`config.mk`:
```
export PLATFORM = sky130hd
export DESIGN_NAME = counter_uart_reporter_flat
export DESIGN_NICKNAME = d
export VERILOG_FILES = /design/src/rtl/counter_uart_reporter_if.sv /design/src/rtl/counter_uart_reporter.sv /design/src/flat_wrapper.sv
export SDC_FILE = /design/constraint.sdc
export NUM_CORES = 1
export LEC_CHECK = 0
export CORE_ASPECT_RATIO = 0.5
export CORE_MARGIN = 2
export CORE_UTILIZATION = 60
export CTS_CLUSTER_DIAMETER = 80
export DETAILED_ROUTE_END_ITERATION = 8
export PLACE_DENSITY = 0.8
export SYNTH_ARGS = -nofsm -noshare
export SYNTH_HDL_FRONTEND = slang
export SYNTH_SLANG_ARGS = --single-unit
```
`constraint.sdc`:
```
create_clock -name clk -period 10.81 [get_ports clk]
set_clock_uncertainty 0.1 [all_clocks]
set_input_delay 2.162 -clock clk [delete_from_list [all_inputs] [get_ports clk]]
set_output_delay 2.162 -clock clk [all_outputs]
set_load 0.02 [all_outputs]
```
`src/rtl/counter_uart_reporter_if.sv`:
```
// TX FIFO write port shared between the reporter (master) and the
// downstream byte FIFO (slave). The master pushes one ASCII byte per
// high cycle of o_tx_push; the slave back-pressures with i_tx_full.
interface counter_uart_reporter_if;
   logic       o_tx_push;
   logic [7:0] o_tx_data;
   logic       i_tx_full;

   modport master (
      output o_tx_push,
      output o_tx_data,
      input  i_tx_full
   );

   modport slave (
      input  o_tx_push,
      input  o_tx_data,
      output i_tx_full
   );
endinterface

```
`src/rtl/counter_uart_reporter.sv`:
```
// Counter reporter: snapshots a 14-bit counter on request (or automatically
// when it changes), converts it to four decimal ASCII digits and streams the
// frame into a TX FIFO, optionally terminated by CR LF. Values above
// MAX_VALUE are reported as "----". Requests arriving while a frame is in
// flight are dropped and flagged; automatic changes coalesce into one frame.
module counter_uart_reporter #(
   parameter int SEND_CRLF = 1,
   parameter int MAX_VALUE = 9999
) (
   input  logic                            clk,
   input  logic                            rst,
   input  logic [13:0]                     i_counter,
   input  logic                            i_report,
   input  logic                            i_auto,
   counter_uart_reporter_if.master         tx,
   output logic                            o_busy,
   output logic                            o_drop
);

   typedef enum logic [1:0] {
      IDLE = 2'd0,
      LOAD = 2'd1,
      SEND = 2'd2
   } state_t;

   // Four digits can only show up to 9999, so a larger limit is clamped.
   localparam int          MAX_CLAMP = (MAX_VALUE > 9999) ? 9999 :
                                       ((MAX_VALUE < 0) ? 0 : MAX_VALUE);
   localparam logic [13:0] MAX_L     = 14'(MAX_CLAMP);
   // Index of the final byte of a frame: digits 0..3, then CR (4), LF (5).
   localparam logic [2:0]  LAST_IDX  = (SEND_CRLF != 0) ? 3'd5 : 3'd3;

   state_t      state_q, state_d;
   logic [13:0] snap_q, snap_d;
   logic [13:0] last_q, last_d;
   logic [2:0]  idx_q, idx_d;
   logic [15:0] digits_q, digits_d;
   logic        ovf_q, ovf_d;

   logic [19:0] bcd_w;
   logic        trigger_w;
   logic        push_w;
   logic [7:0]  cur_byte_w;
   logic [3:0]  cur_digit_w;

   // Shift-and-add-3 binary to BCD; five digits cover the full 14-bit range
   // so that the ten-thousands digit can flag out-of-range values.
   function automatic logic [19:0] bin_to_bcd(input logic [13:0] bin);
      logic [19:0] bcd;
      bcd = '0;
      for (int b = 13; b >= 0; b--) begin
         for (int d = 0; d < 5; d++) begin
            if (bcd[d*4 +: 4] >= 4'd5) begin
               bcd[d*4 +: 4] = bcd[d*4 +: 4] + 4'd3;
            end
         end
         bcd = {bcd[18:0], bin[b]};
      end
      return bcd;
   endfunction

   // Conversion of the frozen snapshot; only consumed during LOAD.
   always_comb begin
      bcd_w = bin_to_bcd(snap_q);
   end

   // Digit under the byte index, thousands first.
   always_comb begin
      cur_digit_w = 4'd0;
      case (idx_q)
         3'd0:    cur_digit_w = digits_q[15:12];
         3'd1:    cur_digit_w = digits_q[11:8];
         3'd2:    cur_digit_w = digits_q[7:4];
         3'd3:    cur_digit_w = digits_q[3:0];
         default: cur_digit_w = 4'd0;
      endcase
   end

   // ASCII byte for the current index; held steady while the FIFO is full.
   always_comb begin
      cur_byte_w = 8'h00;
      if (idx_q <= 3'd3) begin
         cur_byte_w = ovf_q ? 8'h2D : {4'h3, cur_digit_w};
      end else if (idx_q == 3'd4) begin
         cur_byte_w = 8'h0D;
      end else if (idx_q == 3'd5) begin
         cur_byte_w = 8'h0A;
      end
   end

   // Next-state and output logic of the frame sequencer.
   always_comb begin
      state_d   = state_q;
      snap_d    = snap_q;
      last_d    = last_q;
      idx_d     = idx_q;
      digits_d  = digits_q;
      ovf_d     = ovf_q;
      trigger_w = i_report || (i_auto && (i_counter != last_q));
      push_w    = 1'b0;

      case (state_q)
         IDLE: begin
            idx_d = 3'd0;
            if (trigger_w) begin
               snap_d  = i_counter;
               state_d = LOAD;
            end
         end
         LOAD: begin
            digits_d = bcd_w[15:0];
            ovf_d    = (snap_q > MAX_L) || (bcd_w[19:16] != 4'd0);
            idx_d    = 3'd0;
            state_d  = SEND;
         end
         SEND: begin
            push_w = !tx.i_tx_full;
            if (push_w) begin
               if (idx_q == LAST_IDX) begin
                  idx_d   = 3'd0;
                  last_d  = snap_q;
                  state_d = IDLE;
               end else begin
                  idx_d = idx_q + 3'd1;
               end
            end
         end
         default: begin
            state_d = IDLE;
            idx_d   = 3'd0;
         end
      endcase
   end

   // Push is gated combinationally by i_tx_full; outputs collapse to their
   // idle values as soon as the asynchronous reset forces the state to IDLE.
   assign tx.o_tx_push = push_w;
   assign tx.o_tx_data = (state_q == SEND) ? cur_byte_w : 8'h00;
   assign o_busy       = (state_q != IDLE);
   assign o_drop       = i_report && (state_q != IDLE);

   // State and datapath registers with asynchronous active-low reset.
   always_ff @(posedge clk or negedge rst) begin
      if (!rst) begin
         state_q  <= IDLE;
         snap_q   <= '0;
         last_q   <= '0;
         idx_q    <= '0;
         digits_q <= '0;
         ovf_q    <= 1'b0;
      end else begin
         state_q  <= state_d;
         snap_q   <= snap_d;
         last_q   <= last_d;
         idx_q    <= idx_d;
         digits_q <= digits_d;
         ovf_q    <= ovf_d;
      end
   end

endmodule

```
`src/flat_wrapper.sv`:
```
// flat-port wrapper written by rule: the top's interface ports become plain ports
module counter_uart_reporter_flat 
#(
   parameter int SEND_CRLF = 1,
   parameter int MAX_VALUE = 9999
)
  (clk, rst, i_counter, i_report, i_auto, o_busy, o_drop, tx_o_tx_push, tx_o_tx_data, tx_i_tx_full);
  counter_uart_reporter_if tx_i ();
  input  logic clk;
  input  logic rst;
  input  logic [13:0] i_counter;
  input  logic i_report;
  input  logic i_auto;
  output logic o_busy;
  output logic o_drop;
  output wire logic [$bits(tx_i.o_tx_push)-1:0] tx_o_tx_push;
  output wire logic [$bits(tx_i.o_tx_data)-1:0] tx_o_tx_data;
  input wire logic [$bits(tx_i.i_tx_full)-1:0] tx_i_tx_full;
  assign tx_o_tx_push = tx_i.o_tx_push;
  assign tx_o_tx_data = tx_i.o_tx_data;
  assign tx_i.i_tx_full = tx_i_tx_full;
  counter_uart_reporter #(.SEND_CRLF(SEND_CRLF), .MAX_VALUE(MAX_VALUE)) u_core (.clk(clk), .rst(rst), .i_counter(i_counter), .i_report(i_report), .i_auto(i_auto), .tx(tx_i), .o_busy(o_busy), .o_drop(o_drop));
endmodule
```
# Yosys cells after proc, flatten, opt, wreduce, memory -nomap -nowiden
# Index checks and enable logic that the tools add are counted.
# totals
reg_bits,50
wordCells,125
in_bits,19
# classes
add_sub_neg,27
muxes,40
bitwise,1
n_reduce_logical,12
n_lt_le_gt_ge,28
n_eq_ne,11
# op_table
operator,n
2-to-1 mux 4 bit,27
adder 4 x 2 -> 4 bit (second input constant),22
greater-or-equal comparator 4 x 3 -> 1 bit (second input constant),22
2-to-1 mux 8 bit,3
adder 3 x 2 -> 4 bit (second input constant),4
case mux 4 bit (4 select lines),1
greater-than comparator 14 bit (second input constant),1
inequality test 14 bit,1
greater-or-equal comparator 3 bit (second input constant),4
2-to-1 mux 3 bit,3
== test 3 x 2 -> 1 bit (second input constant),2
== test 3 bit (second input constant),2
2-to-1 mux 2 bit,3
case mux 2 bit (3 select lines),1
AND reduction 3 bit,2
2-to-1 mux 5 bit,1
inequality test 2 x 1 -> 1 bit (second input constant),2
nonzero test 4 bit,1
adder 3 x 1 -> 3 bit (second input constant),1
== test 3 x 1 -> 1 bit (second input constant),1
<= comparator 3 x 2 -> 1 bit (second input constant),1
zero test 3 bit,1
== test 2 x 1 -> 1 bit (second input constant),1
== test 2 bit (second input constant),1
9 further kinds,11

# Longest topological paths before layout
# logic_depth
ltp_word,24
depth_mapped,52
mapped_depth_nobuf,51

# Worst setup path after synthesis
# OpenSTA, ideal clock, no wires.
# synth_path
path_type,reg-to-reg
start,register u_core.snap_q[12]
end,register u_core.digits_q[6]
setup_time_ns,0.125
t_required_ns,10.585
stages_incl_launch_ff,51
arrival_ns,9.676
slack_ns,0.909
path_buffers,2
synth_period_minus_slack_ns,9.901
path_cell_list,dfrtp_1 buf_2 inv_1 ha_1 o21ai_1 xnor2_1 ha_1 nand2b_1 a32oi_4 xnor2_1 ha_1 inv_1 nor2_1 nor4_2 nor2_1 inv_1 ha_1 or3_1 [... 15 more ...] xnor2_1 ha_1 inv_1 a211oi_1 a2111oi_0 and3_1 buf_6 a211oi_1 nor3_2 ha_1 nor2b_1 o31ai_2 xnor2_1 ha_1 nor2b_1 o21ai_2 mux2i_1 mux2_2
# synth_between
elab_chain_len,22
# synth_lines
item,line,rtl
from (decl),counter_uart_reporter.sv:34,"logic [13:0] snap_q, snap_d;"
from (signal assigned),counter_uart_reporter.sv:153,snap_q <= snap_d;
adder 3 x 2 -> 4 bit or greater-or-equal comparator 3 bit (tied branches),"counter_uart_reporter.sv:54, counter_uart_reporter.sv:53",
2-to-1 mux 4 bit *,counter_uart_reporter.sv:53,if (bcd[d*4 +: 4] >= 4'd5) begin
adder 4 x 2 -> 4 bit or greater-or-equal comparator 4 x 3 -> 1 bit (tied branches),"counter_uart_reporter.sv:54, counter_uart_reporter.sv:53",
2-to-1 mux 4 bit,counter_uart_reporter.sv:53,
greater-or-equal comparator 4 x 3 -> 1 bit or adder 4 x 2 -> 4 bit (tied branches),"counter_uart_reporter.sv:53, counter_uart_reporter.sv:54",
2-to-1 mux 4 bit,counter_uart_reporter.sv:53,
"adder 4 x 2 -> 4 bit, or another cell as far along",counter_uart_reporter.sv:54,bcd[d*4 +: 4] = bcd[d*4 +: 4] + 4'd3;
2-to-1 mux 4 bit,counter_uart_reporter.sv:53,
[... 6 more ...],--,
adder 4 x 2 -> 4 bit or greater-or-equal comparator 4 x 3 -> 1 bit (tied branches),"counter_uart_reporter.sv:54, counter_uart_reporter.sv:53",
2-to-1 mux 4 bit,counter_uart_reporter.sv:53,
adder 4 x 2 -> 4 bit or greater-or-equal comparator 4 x 3 -> 1 bit (tied branches),"counter_uart_reporter.sv:54, counter_uart_reporter.sv:53",
2-to-1 mux 4 bit,counter_uart_reporter.sv:53,
adder 4 x 2 -> 4 bit or greater-or-equal comparator 4 x 3 -> 1 bit (tied branches),"counter_uart_reporter.sv:54, counter_uart_reporter.sv:53",
2-to-1 mux 4 bit,counter_uart_reporter.sv:53,
adder 4 x 2 -> 4 bit or greater-or-equal comparator 4 x 3 -> 1 bit (tied branches),"counter_uart_reporter.sv:54, counter_uart_reporter.sv:53",
2-to-1 mux 4 bit *,counter_uart_reporter.sv:53,
to (signal assigned),counter_uart_reporter.sv:156,digits_q <= digits_d;
to (decl),counter_uart_reporter.sv:37,"logic [15:0] digits_q, digits_d;"
# Every way passes the cells marked *; elsewhere a longest branch is shown, timed or not.
# A chain may end at the register's enable or synchronous reset.

# Worst setup path in the final report
# Ends and elaborated chain as after synthesis.

==> results by group <==
Synth
  • Cell count after synthesis: 757
  • Synth Area per Inst: 7.94 sq um
  • Sequential-to-total area share from yosys stat: 20.8%
  • Yosys reg bits: 50
  • Cell variety after synth: 107
  • Cell area after synthesis: 0.00601 sq mm
  • Async SR Flop Fraction: 100%
  • Top FF cell, synth: dfrtp_1
  • YS warnings: 0
  • Post-synth EDFFs: 0

Worst hold path
  • Worst Hold Launch: u_core.digits_q[7]
  • Hold Path Class: reg -> reg
  • Hold Path Depth: 2
  • Hold endpoint: u_core.digits_q[7]

Die
  • Die Area: 0.0109 sq mm
  • Number of core rows: 25
  • I/O pin count: 30
  • Core area: 0.00960 sq mm
  • Die X: 146 microns
  • Initial Util: 62.6%
  • Die Y: 74.8 microns

Place
  • RePlAce Congestion: 0.923
  • Port-buffer cells: 27
  • Dpl hpwl: 10600 microns

GRT
  • Number of global-route vias before repair: 5105
  • Overall routing resource usage: 26.2%
  • Global-route wire length before repair: 23900 microns
  • Antenna violations before repair: 0
  • GRT overflow: 0
  • Largest net degree at the start of global routing: 51

Critical path
  • Startpoint Class: flop
  • Reg2Reg Depth: 50
  • R2r setup slk: 0.75 ns
  • CP max FO: 9
  • WP data required: 10.90 ns
  • CP max stage delay: 0.44 ns
  • Crit-path most repeated cell: ha_1
  • Reg2reg end: u_core.digits_q[6]
  • Critical path data arrival time: 10.15 ns
  • Setup CP Type: reg -> reg
  • Slowest cell on crit path: dfrtp_2
  • Crit end category: flop
  • RR Startpoint: u_core.snap_q[12]

Timing
  • Final Hold Viols: 0
  • Hold_ws: 0.385 ns
  • Worst slew pin tran: 0.751 ns
  • # setup viols final: 0
  • Slew HR: 49.9%
  • Fmax: 99.4 MHz
  • Final min period: 10.06 ns
  • Slew Limit Fails: 0
  • Final period util: 93.0%

Final layout
  • Layout overhead on the synthesized area: 10.5%
  • Most common cell after layout, fill and taps aside: nand2_1
  • Most frequent cells in the layout: 69 x nand2_1, 63 x nor2_1, 49 x dfrtp_1
  • Layout cell share with drive strength beyond 1: 13.6%
  • Final #Nets: 820
  • Diodes inserted: 0
  • Filler instances: 786

Route
  • DR WL/cell: 15.7 microns
  • Residual DRC: 0
  • Drt pass-1 iters: 5
  • Antenna viol nets, final: 0
  • Initial drt markers: 299
  • Drt total wl: 14200 microns
  • Via count: 5761
  • Vias per cell: 6.37

Clocking
  • Root Buffer: clkbuf_16
  • H-tree depth: 2
  • CTS tree: done
  • # clock sinks: 50
  • CTS Buffer Depth: 2
  • Total CTS buffers: 5
  • Clk pin slew, worst setup/hold paths: 0.07 ns
  • Worst-Skew Late Latency: 0.30 ns

Flow run
  • Total of max-cap violations: 0

Status
  • Outcome: completed
[logic make-up (layout without fill, tap and decap cells)]
| family | count (synthesis) | in the layout | synth area share, % |
|---|---|---|---|
| AND/OR/NAND/NOR | 290 | 290 | 25.1 |
| flip-flops | 50 | 50 | 20.8 |
| AO/OA/AOI/OAI | 226 | 226 | 27.9 |
| multiplexers | 48 | 48 | 8.70 |
| other | 1 | 2 | 0.0624 |
| buffers and inverters | 75 | 87 | 5.21 |
| XOR/XNOR | 34 | 34 | 5.43 |
| adder cells (fa/ha/maj) | 33 | 33 | 6.83 |
[worst max-delay path by stage]
stage | slack [ns] | startpoint | cells after the start | end
floorplan | 0.91 | u_core.snap_q[12] | 50 | u_core.digits_q[6]
global placement | 0.34 | u_core.snap_q[12] | 48 | u_core.digits_q[6]
detailed placement | -0.21 | u_core.snap_q[12] | 48 | u_core.digits_q[6]
CTS | 0.04 | u_core.snap_q[12] | 49 | u_core.digits_q[10]
global route | -0.08 | u_core.snap_q[12] | 51 | u_core.digits_q[9]
finish | 0.75 | u_core.snap_q[12] | 50 | u_core.digits_q[6]
[routing by layer]
metal / vias to the layer above / routed length, microns / track usage [%]
met3: 12 / 561 / 3.21
met5: - / 0 / 0
met4: 0 / 129 / 5.45
li1: 2854 / - / -
met1: 2762 / 6950 / 36.3
met2: 133 / 6610 / 45.6
[worst max-delay path, delay by kind of cell, from the launching register on]
| kind | cells | cell delay, ns |
|---|---|---|
| flip-flops | 1 | 0.44 |
| adder cells (fa/ha/maj) | 11 | 2.55 |
| AO/OA/AOI/OAI | 14 | 2.75 |
| XOR/XNOR | 4 | 0.68 |
| buffers and inverters | 6 | 0.55 |
| multiplexers | 2 | 0.42 |
| AND/OR/NAND/NOR | 13 | 2.45 |
[cell type report]
cell class                 count  area, sq um  area share [%]
clock inverter                 3         48.8           0.735
inverter                      36          135            2.03
timing repair buffer          43          385            5.80
clock buffer                   5          125            1.88
multi-input combinational    633         4530            68.1
tap                          135          169            2.54
sequential                    50         1250            18.9
[cells in the mapped netlist (6+ instances only)]
cell	instances	area [sq um]
or3_1	9	56.3
a21oi_1	38	190
nor3_1	23	115
inv_1	29	109
nand4_1	12	75.1
ha_1	32	400
nor2_1	65	244
a221o_1	7	70.1
o31ai_1	7	52.6
o211ai_1	9	67.6
a31oi_1	7	43.8
xor2_1	12	105
nor2b_1	11	68.8
nor4_1	11	68.8
xnor2_1	19	166
a211oi_1	10	75.1
dfrtp_1	50	1250
nand3_1	17	85.1
o21ai_1	8	40.0
clkbuf_1	27	101
o21ai_0	44	220
mux2_2	22	248
o22ai_1	6	37.5
and3_1	13	81.3
o21a_1	6	45.0
mux2i_1	22	220
nand2_1	70	263
a21o_1	9	67.6
and2_1	11	68.8
nand2b_1	12	75.1
[through the flow]
| stage | utilization (%) | cell area, sq um | setup TNS [ns] | setup WS (ns) | cells |
|---|---|---|---|---|---|
| 2_1_floorplan | - | 6010 | 0 | 0.909 | 758 |
| 5_1_grt | 69.2 | 6640 | -0.270 | -0.0769 | 905 |
| 4_1_cts | 68.1 | 6540 | 0 | 0.0425 | 900 |
| 3_3_place_gp | 66.1 | 6350 | 0 | 0.341 | 892 |
| 6_report | 69.2 | 6640 | 0 | 0.753 | 905 |
| 3_5_place_dp | 66.1 | 6350 | -0.850 | -0.214 | 892 |
[registers in the layout (all words and copies together), names as in the netlist]
signal / count
u_core.digits_q: 16
u_core.last_q: 14
u_core.snap_q: 14
u_core.idx_q: 3
u_core.state_q: 2
u_core.ovf_q: 1
[what timing repair did]
action,CTS,global route
pin swaps,0,5
buffers inserted,0,5
gates resized for setup,3,16
hold buffers,0,0
setup endpoints to repair,7,10
Power is not shown: default switching activity piles up to over one toggle a cycle in this logic, so the estimate is an artifact.
